File: config.mk
export PLATFORM = sky130hd
export DESIGN_NAME = moving_average_filter
export DESIGN_NICKNAME = d
export VERILOG_FILES = /design/src/rtl/moving_average_filter.sv
export SDC_FILE = /design/constraint.sdc
export NUM_CORES = 1
export LEC_CHECK = 0
export BUFFER_PORTS_ARGS = -buffer_cell sky130_fd_sc_hd__buf_4
export CORE_UTILIZATION = 30
export CTS_CLUSTER_DIAMETER = 80
export DETAILED_ROUTE_END_ITERATION = 6
export GPL_TIMING_DRIVEN = 0
export MAX_ROUTING_LAYER = met4
export PLACE_DENSITY = 0.48
export SYNTH_ARGS = -nofsm -noshare
export SYNTH_HDL_FRONTEND = slang
export SYNTH_SLANG_ARGS = --single-unit
File: constraint.sdc
create_clock -name i_clk -period 11.5 [get_ports i_clk]
set_input_delay 1.15 -clock i_clk [delete_from_list [all_inputs] [get_ports i_clk]]
set_output_delay 1.15 -clock i_clk [all_outputs]
set_load 0.1 [all_outputs]
File: src/rtl/moving_average_filter.sv
// ---------------------------------------------------------------------------
// moving_average_filter
//
// Smooths an unsigned sample stream with one of two runtime-selectable
// averagers:
//   boxcar (mode 0) : true moving average over N = 2^LOG2_N samples, kept in
//                     a circular delay buffer.
//   leaky  (mode 1) : exponential average, sum += x - (sum >> LOG2_N),
//                     time constant N samples.
// The mode is captured only while i_rst or i_clear is high, so a mid-stream
// change of i_mode has no effect until the next restart.
//
// Handshake: i_data_valid is a pure strobe with no backpressure; every cycle
// it is high (and neither i_rst nor i_clear is high) exactly one sample is
// accepted, and exactly one o_data_valid pulse follows on the next edge with
// o_data/o_sum updated alongside it. Outputs hold between pulses.
//
// Ports:
//   i_clk         clock, all logic on the rising edge
//   i_rst         synchronous active-high reset
//   i_data        unsigned input sample (DATA_W)
//   i_data_valid  sample strobe
//   i_mode        0 = boxcar, 1 = leaky (captured on reset/clear only)
//   i_clear       synchronous restart of sum, fill count and pointer
//   o_data        averaged sample, sum >> LOG2_N (DATA_W)
//   o_data_valid  one-cycle strobe per accepted sample
//   o_primed      high once N samples accepted since reset/clear
//   o_sum         registered accumulator (SUM_W), for level metering
//
// SUM_W is derived from DATA_W and LOG2_N and must be left at its default.
// ---------------------------------------------------------------------------
module moving_average_filter #(
    parameter int DATA_W = 12,
    parameter int LOG2_N = 6,
    parameter int SUM_W  = DATA_W + LOG2_N
) (
    input  logic              i_clk,
    input  logic              i_rst,
    input  logic [DATA_W-1:0] i_data,
    input  logic              i_data_valid,
    input  logic              i_mode,
    input  logic              i_clear,
    output logic [DATA_W-1:0] o_data,
    output logic              o_data_valid,
    output logic              o_primed,
    output logic [SUM_W-1:0]  o_sum
);

    localparam int N     = 1 << LOG2_N;
    localparam int CNT_W = LOG2_N + 1;
    localparam logic [CNT_W-1:0] FILL_FULL = CNT_W'(N);

    // Delay line for the boxcar; deliberately not reset; slots that have not
    // been written since the last restart are masked by the fill count.
    logic [DATA_W-1:0] r_buf [N];

    logic [LOG2_N-1:0] r_wp;
    logic [CNT_W-1:0]  r_fill;
    logic              r_mode;
    logic [SUM_W-1:0]  r_sum;
    logic [DATA_W-1:0] r_data;
    logic              r_valid;
    logic              r_primed;

    logic              w_accept;
    logic              w_restart;
    logic              w_full;
    logic [DATA_W-1:0] w_old;
    logic [SUM_W-1:0]  w_sum_box;
    logic [SUM_W-1:0]  w_sum_leak;
    logic [SUM_W-1:0]  w_sum_next;
    logic [CNT_W-1:0]  w_fill_next;

    assign w_restart = i_rst | i_clear;
    assign w_accept  = i_data_valid & ~w_restart;
    assign w_full    = (r_fill == FILL_FULL);

    // Read-before-write: the sample leaving the window is read from the slot
    // that this cycle's sample is about to overwrite.
    assign w_old = w_full ? r_buf[r_wp] : '0;

    // Both updates are done modulo 2^SUM_W. The boxcar's sum + i_data can
    // momentarily exceed SUM_W bits when the window is full, but the final
    // result always fits, so modular wrap of the intermediate is exact.
    always_comb begin
        w_sum_box   = r_sum + SUM_W'(i_data) - SUM_W'(w_old);
        w_sum_leak  = r_sum - (r_sum >> LOG2_N) + SUM_W'(i_data);
        w_sum_next  = r_mode ? w_sum_leak : w_sum_box;
        w_fill_next = w_full ? r_fill : r_fill + 1'b1;
    end

    always_ff @(posedge i_clk) begin
        if (w_accept && !r_mode) begin
            r_buf[r_wp] <= i_data;
        end
    end

    always_ff @(posedge i_clk) begin
        if (w_restart) begin
            r_mode   <= i_mode;
            r_wp     <= '0;
            r_fill   <= '0;
            r_sum    <= '0;
            r_data   <= '0;
            r_valid  <= 1'b0;
            r_primed <= 1'b0;
        end else begin
            r_valid <= i_data_valid;
            if (i_data_valid) begin
                r_sum    <= w_sum_next;
                r_data   <= w_sum_next[SUM_W-1:LOG2_N];
                r_fill   <= w_fill_next;
                r_primed <= (w_fill_next == FILL_FULL);
                // Pointer is only meaningful for the boxcar; wraps N-1 -> 0.
                if (!r_mode) begin
                    r_wp <= r_wp + 1'b1;
                end
            end
        end
    end

    assign o_data       = r_data;
    assign o_data_valid = r_valid;
    assign o_primed     = r_primed;
    assign o_sum        = r_sum;

endmodule

; Word-level counts from Yosys, hierarchy flattened
; Memories as Yosys holds them, arrays and structs flattened. A register that Yosys moved wholly into a read port is not among the register bits.
; Index checks and enable logic that the tools add are counted.
[op_classes]
add_sub_neg = 6
eq_ne = 2
mux = 7
n_bitwise = 4
reduce_logical = 3
[ops]
columns = op, n
row1 = $add A18 B12 Y18, 2
row2 = $sub A18 B12 Y18, 2
row3 = $mux W18, 1
row4 = $eq A7 B7 Y1 const B, 2
row5 = $mux W12, 1
row6 = $mux W6, 2
row7 = $add A7 B1 Y7 const B, 1
row8 = $mux W7, 1
row9 = $add A6 B1 Y6 const B, 1
row10 = $mux W1, 2
row11 = $not A1 Y1, 2
row12 = $reduce_and A2 Y1, 1
row13 = $and A1 B1 Y1, 1
row14 = $logic_and A1 B1 Y1, 1
row15 = $logic_not A1 Y1, 1
row16 = $or A1 B1 Y1, 1
[totals]
reg_bits = 46
ram_bits = 768
inputBits = 17
output_inout_bits = 32
word_cells = 30
memories = 1
[memory_table]
columns = name, words, width, read_ports, rd_ports_with_merged_regs, wr, line
row1 = r_buf, 64, 12, 1, 1, 1, 55  ; logic [DATA_W-1:0] r_buf [N];

; Logic depth before layout (Yosys ltp)
; Gate-level depths: netlist of run 1.
[logic_depth]
word_depth = 6
depth_mapped = 22
ltp_nobuf = 18

; Worst setup path after synthesis of run 1
; No wires, ideal clock.
[synth_timing]
kind = register to register
start = register with a tool-made name
end = register r_sum[17], in the netlist o_sum[17]
setup_time_ns = 0.128
arrival_time_ns = 4.415
t_required_ns = 11.372
slack_ns = 6.958
stages_incl_launch_ff = 20
path_buffers = 4
period_less_slack_ns = 4.542
cell_sequence = dfxtp_1 buf_2 buf_6 buf_6 buf_2 mux4_2 mux4_2 mux2i_1 o21ai_0 fa_1 inv_1 ha_1 a211oi_1 o21ai_0 a31oi_1 o21ai_0 a311o_1 mux2i_1 xnor2_1 nor2_1
[synth_rtl]
columns = item, line
row1 = end signal: assignment, 110  ; r_sum <= w_sum_next;
row2 = end: declaration, 60  ; logic [SUM_W-1:0] r_sum;

==> impl_metrics.toml, run 1 <==
[status]
status = "finished, final reports clean"

[timing]
min_period_over_period_pct = 59.12
skew_ns = 0.03851
rsz0062_at_grt = "no"
fmax_mhz = 147.1
setup_ws_ns = 4.701
tightestPinTransition_ns = 1.373
slew_violations = 0
period_needed_ns = 6.799
slew_headroom_pct = 8.102
setup_viol = 0
whs_ns = 0.4904
fin_tns_setup_ns = 0
finalHoldViolations = 0

[cts]
cts_buffers = 87
insertion_delay_ns = 0.65
clockBufferDepth = 3
cts_tree = "yes"
cts-resized-gates = 0
cts.clk_slew.worst_paths_ns = 0.06
post_cts_buffers = 0
cts-root-buf = "clkbuf_16"
htree_levels = 3
cts.sinks = 808
hold_buffers = 0

[yosys]
synth.top_cell.area_share_pct = 69.20
synthDistinctLibCells = 51
ys_seq_area_share_pct = 71.54
ys_warn_count = 0
yosys.area.top_type = "edfxtp_1"
synth_nets = 1790
async_flop_share_pct = 0
ys_seq_elements = 808
syn-instance-count = 1714
synthTopCellsByArea = "edfxtp_1 (69%), mux4_2 (15%), dfxtp_1 (2.3%), fa_1 (1.4%), ha_1 (1.3%)"
syn_area_mm2 = 0.03337
synth-main-ff-cell = "edfxtp_1"
syn_area_per_cell_um2 = 19.47
synth_edf_count = 769

[die]
pin_count = 49
die_area_mm2 = 0.1126
core_area_mm2 = 0.1096
start_util_pct = 30.44
fp-row-count = 121
die_x_um = 335.5
die_y_um = 335.5

[power_and_ir_drop]
power_leakage_nw = 12.13
power.total_mw = 6.484
power.density_mw_per_mm2 = 166.2
ir_drop_uv = 116.1

[detailed_routing]
firstDrtPassIters = 5
routed_wl_mm = 89.30
avgRoutedWirePerCell_um = 25.97
vias = 17020
drtAntennaViolNets = 0
drc = 0
drtIter0Drc = 1520
via_per_inst = 4.949

[final_layout]
mostFrequentLayoutCells = "edfxtp_1 (769), mux4_2 (228), clkbuf_16 (88), inv_1 (83), buf_4 (75)"
area_growth_pct = 16.88
instances_no_fill = 3438
drive_gt1_share_pct = 27.74
final_common_cell = "edfxtp_1"
final_util_pct = 35.58
final_cell_area_mm2 = 0.03900
num-nets-final = 1965

[grt]
first_global_vias = 17380
use_met1_pct = 22.52
grt_pass1_wl_mm = 127.9
track_usage_pct = 16.52
grt_max_degree = 67
grt_overflow = 0
use_met3_pct = 2.264
grtUsageMet2_pct = 26.13
antenna_found_initial = 1
grt-busiest-layer = "met2"

[setup_path]
critPathSlowestCell = "clkbuf_1"
cp_num_buf_inv = 3
cp-start-kind = "flip-flop"
cp_max_fo = 10
slowest_delay_ns = 1.04
crit_path_end_kind = "flip-flop"
worstPathArrival_ns = 7.28
required_ns = 11.98
cp_cell_sequence = "clkbuf_1 > clkbuf_1 > mux4_2 > mux4_2 > mux2i_1 > a211oi_1 > fa_1 > inv_1 > ha_1 > a21oi_1 > o21ai_0 > a31oi_1 > o21ai_0 > a311o_1 > mux2i_1 > xnor2_1 > nor2_1"
path_class = "flip-flop to flip-flop"
cpLargestDelayFamily = "compound AO/OA/AOI/OAI gates"

[min_path]
hold_path.class = "flip-flop to flip-flop"
hp-start = "o_primed"

[placed_design]
place_area_mm2 = 0.03618
dp_hpwl_mm = 59.03
gp_congestion = 0.8586
place_ws_ns = 4.645
io_buffer_count = 47
placedCellCount = 3275

[flow_run]
drv_cap = 0
[layer usage]
metal  vias up  wire length, µm
li1       7260                -
met1      9117            40390
met2       504            42530
met3       134             4302
met4         0             2082
met5         -                0
[worst paths after layout]
kind | cells after the start | slack (ns) | end
worst max-delay path | 17 | 4.70 | o_sum[17]
worst min-delay path | 2 | 0.49 | o_primed
worst max register to register | 17 | 4.70 | o_sum[17]
worst min register to register | 2 | 0.49 | o_primed
[power by group]
part / internal [mW] / switching (mW)
Clock: 1.59 / 1.16
Sequential: 3.23 / 0.0131
Combinational: 0.177 / 0.315
Total: 4.99 / 1.49
[Yosys cell counts (4+ instances only)]
cell / count
edfxtp_1: 769
mux4_2: 228
nor2_1: 113
inv_1: 83
clkbuf_1: 41
dfxtp_1: 39
nand2_1: 39
a21oi_1: 36
ha_1: 35
o21ai_0: 34
mux2i_1: 33
a211oi_1: 25
fa_1: 24
buf_4: 20
buf_2: 19
xnor2_1: 19
xor2_1: 17
mux2_2: 13
nor2b_1: 13
nor3_1: 12
buf_1: 11
nand3_1: 10
a21o_1: 9
nand2b_1: 6
o21bai_1: 6
a31oi_1: 5
nand4_1: 5
a21boi_0: 4
or2_2: 4
or3_1: 4
[state kept, by name, summed over array words and instances, names as in the netlist, named ones only]
signal        cells
r_buf           768
o_sum            18
r_fill            7
r_wp              6
o_data_valid      1
o_primed          1
r_mode            1
[logic make-up (layout without fill, tap and decap cells)]
kind of cell | count (synthesis) | count (layout) | share of synthesized area, %
multiplexers | 274 | 274 | 16.82
AO/OA/AOI/OAI | 141 | 141 | 2.666
flip-flops | 808 | 808 | 71.54
XOR/XNOR | 36 | 36 | 0.9448
AND/OR/NAND/NOR | 219 | 219 | 2.928
adder cells (fa/ha/maj) | 59 | 59 | 2.752
other | 0 | 1 | 0
buffers and inverters | 177 | 424 | 2.355
[final cells by class]
class | count | area, µm²
clock inverters | 43 | 447.9
fillers | 10250 | 70610
repair buffers | 86 | 844.6
flip-flops and latches | 808 | 23870
plain buffers | 94 | 475.5
diodes | 1 | 2.502
well taps | 1476 | 1847
inverters | 83 | 311.5
clock buffers | 118 | 2365
multi-input cells | 729 | 8837
[worst min-delay path, delay by kind of cell (launching register included)]
| family | cells | cell delay (ns) |
|---|---|---|
| flip-flops | 1 | 0.31 |
| AND/OR/NAND/NOR | 1 | 0.07 |
| AO/OA/AOI/OAI | 1 | 0.06 |
No activity file was read; power rests on OpenSTA's default activity.
==> run 2: changes to the inputs <==
- PLACE_DENSITY: 0.48 -> 0.49
- clock period: 11.5 -> 5.6 ns (I/O delays scaled with it)
==> run 2 against run 1 <==
Largest cell class unchanged; final cell count about the same; largest power group unchanged; highest routed layer unchanged; clock skew rose by 0.0095 ns; die area did not move; via count shrank 0.92%; critical path type unchanged.
==> impl_metrics.toml, run 2 (same netlist as run 1, synthesis figures left out) <==
[timing]
setup_viol = 0
whs_ns = 0.1067
min_period_over_period_pct = 95.67
period_needed_ns = 5.357
finalHoldViolations = 0
setup_ws_ns = 0.2425
fmax_mhz = 186.7
slew_headroom_pct = 6.172
rsz0062_at_grt = "no"
tightestPinTransition_ns = 1.402
skew_ns = 0.04800
fin_tns_setup_ns = 0
slew_violations = 0

[detailed_routing]
drtAntennaViolNets = 0
vias = 16860
drc = 0
drtIter0Drc = 1500
firstDrtPassIters = 5
routed_wl_mm = 88.60
via_per_inst = 4.905
avgRoutedWirePerCell_um = 25.78

[power_and_ir_drop]
switchingPower_mw = 3.194
ir_drop_uv = 231.7
power_leakage_nw = 12.32
pwr-share-clk_pct = 44.2
power.density_mw_per_mm2 = 348.9
p_int_mw = 10.58
combPwrFrac_pct = 7.5
swShare_pct = 23.20
power.total_mw = 13.77
power_frac_seq_pct = 48.3

[min_path]
hp-start = "i_mode"
hold_path.class = "input pin to flip-flop"

[grt]
track_usage_pct = 16.44
grt_pass1_wl_mm = 127.9
grt_max_degree = 67
grt_overflow = 0
use_met1_pct = 22.31
use_met3_pct = 2.737
antenna_found_initial = 1
first_global_vias = 17420
grt-busiest-layer = "met2"
grtUsageMet2_pct = 25.76

[setup_path]
required_ns = 6.10
crit_path_end_kind = "flip-flop"
path_class = "flip-flop to flip-flop"
cp_max_fo = 10
r2r_setup_slack_ns = 0.24
cp-start-kind = "flip-flop"
worstPathArrival_ns = 5.86

[die]
core_area_mm2 = 0.1096
start_util_pct = 30.44
die_y_um = 335.5
pin_count = 49
die_area_mm2 = 0.1126
fp-row-count = 121
die_x_um = 335.5

[placed_design]
dp_hpwl_mm = 57.77
io_buffer_count = 47
gp_congestion = 0.8519
place_ws_ns = -1.281
placedCellCount = 3261
place_area_mm2 = 0.03597

[final_layout]
area_growth_pct = 18.26
num-nets-final = 1958
final_common_cell = "edfxtp_1"
largest-register = "r_buf"
final_cell_area_mm2 = 0.03946
mostFrequentLayoutCells = "edfxtp_1 (769), mux4_2 (228), clkbuf_16 (92), inv_1 (83), nor2_1 (79)"
drive_gt1_share_pct = 29.23
largest_reg_flops = 768
final_util_pct = 36.00
instances_no_fill = 3437

[cts]
cts_buffers = 92
cts.clk_slew.worst_paths_ns = 0.06
clockBufferDepth = 3
cts-root-buf = "clkbuf_16"
insertion_delay_ns = 0.67
post_cts_buffers = 0
cts.sinks = 808
hold_buffers = 0
cts_tree = "yes"
htree_levels = 3

[flow_run]
drv_cap = 0

[status]
status = "finished, final reports clean"
==> run 2: changes by cell type in the layout (fill, tap and decap cells not counted), moves of 5 or more <==
cell and delta:
clkbuf_1 -24, nor2_1 +14, nor2_2 -14, buf_2 -13, clkbuf_2 +10, buf_12 +9
mux2i_1 -6, o21ai_0 -6, buf_1 -5, bufinv_16 +5, clkbuf_4 +5, inv_6 +5
==> run 2: layout make-up <==
cell class,count,area (µm²)
antenna,1,2.502
buffer,94,752.0
clock buffer,111,2374
clock inverter,61,700.7
fill,10210,70150
inverter,83,311.5
multi-input combinational,729,8909
sequential,808,23870
tap,1476,1847
timing repair buffer,74,694.4
==> run 2: per-layer routing <==
metal	vias to the layer above	part of all wire, %	routed length (µm)
met1	8990	45	39480
li1	7243	-	-
met5	-	0	0
met4	0	2.3	2033
met3	112	5.6	4953
met2	514	48	42130
==> run 2: repair_timing <==
| item | CTS | global route |
|---|---|---|
| resized for setup | 73 | 57 |
| pin swaps | 0 | 4 |
| setup endpoints to repair | 16 | 7 |
==> run 2: worst paths after layout <==
path	to	cells after the start
setup reg to reg	o_sum[17]	16
hold / removal	r_mode	1
hold reg to reg	o_primed	2
setup / recovery	o_sum[17]	16
==> run 2: power by group through the flow <==
stage	Clock, mW	Combinational (mW)	Sequential [mW]
after floorplan	0	0.633	6.85
after global placement	0	0.999	6.78
after detailed placement	0	1.01	6.78
after CTS	6.20	1.03	6.65
after global routing	6.43	1.14	6.65
final	6.08	1.04	6.65
==> run 2: worst max-delay path: stages, from the launching register on <==
cell and delay (ns):
dfxtp_1 0.31, clkbuf_1 0.57, clkbuf_1 0.68, clkbuf_1 0.50, a211oi_1 0.23, a211oi_1 0.49
fa_1 0.50, inv_1 0.07, ha_1 0.26, a21oi_1 0.25, o21ai_2 0.17, a31oi_2 0.26
o21ai_1 0.18, a311o_1 0.36, mux2i_1 0.18, xnor2_1 0.14, nor2_1 0.05
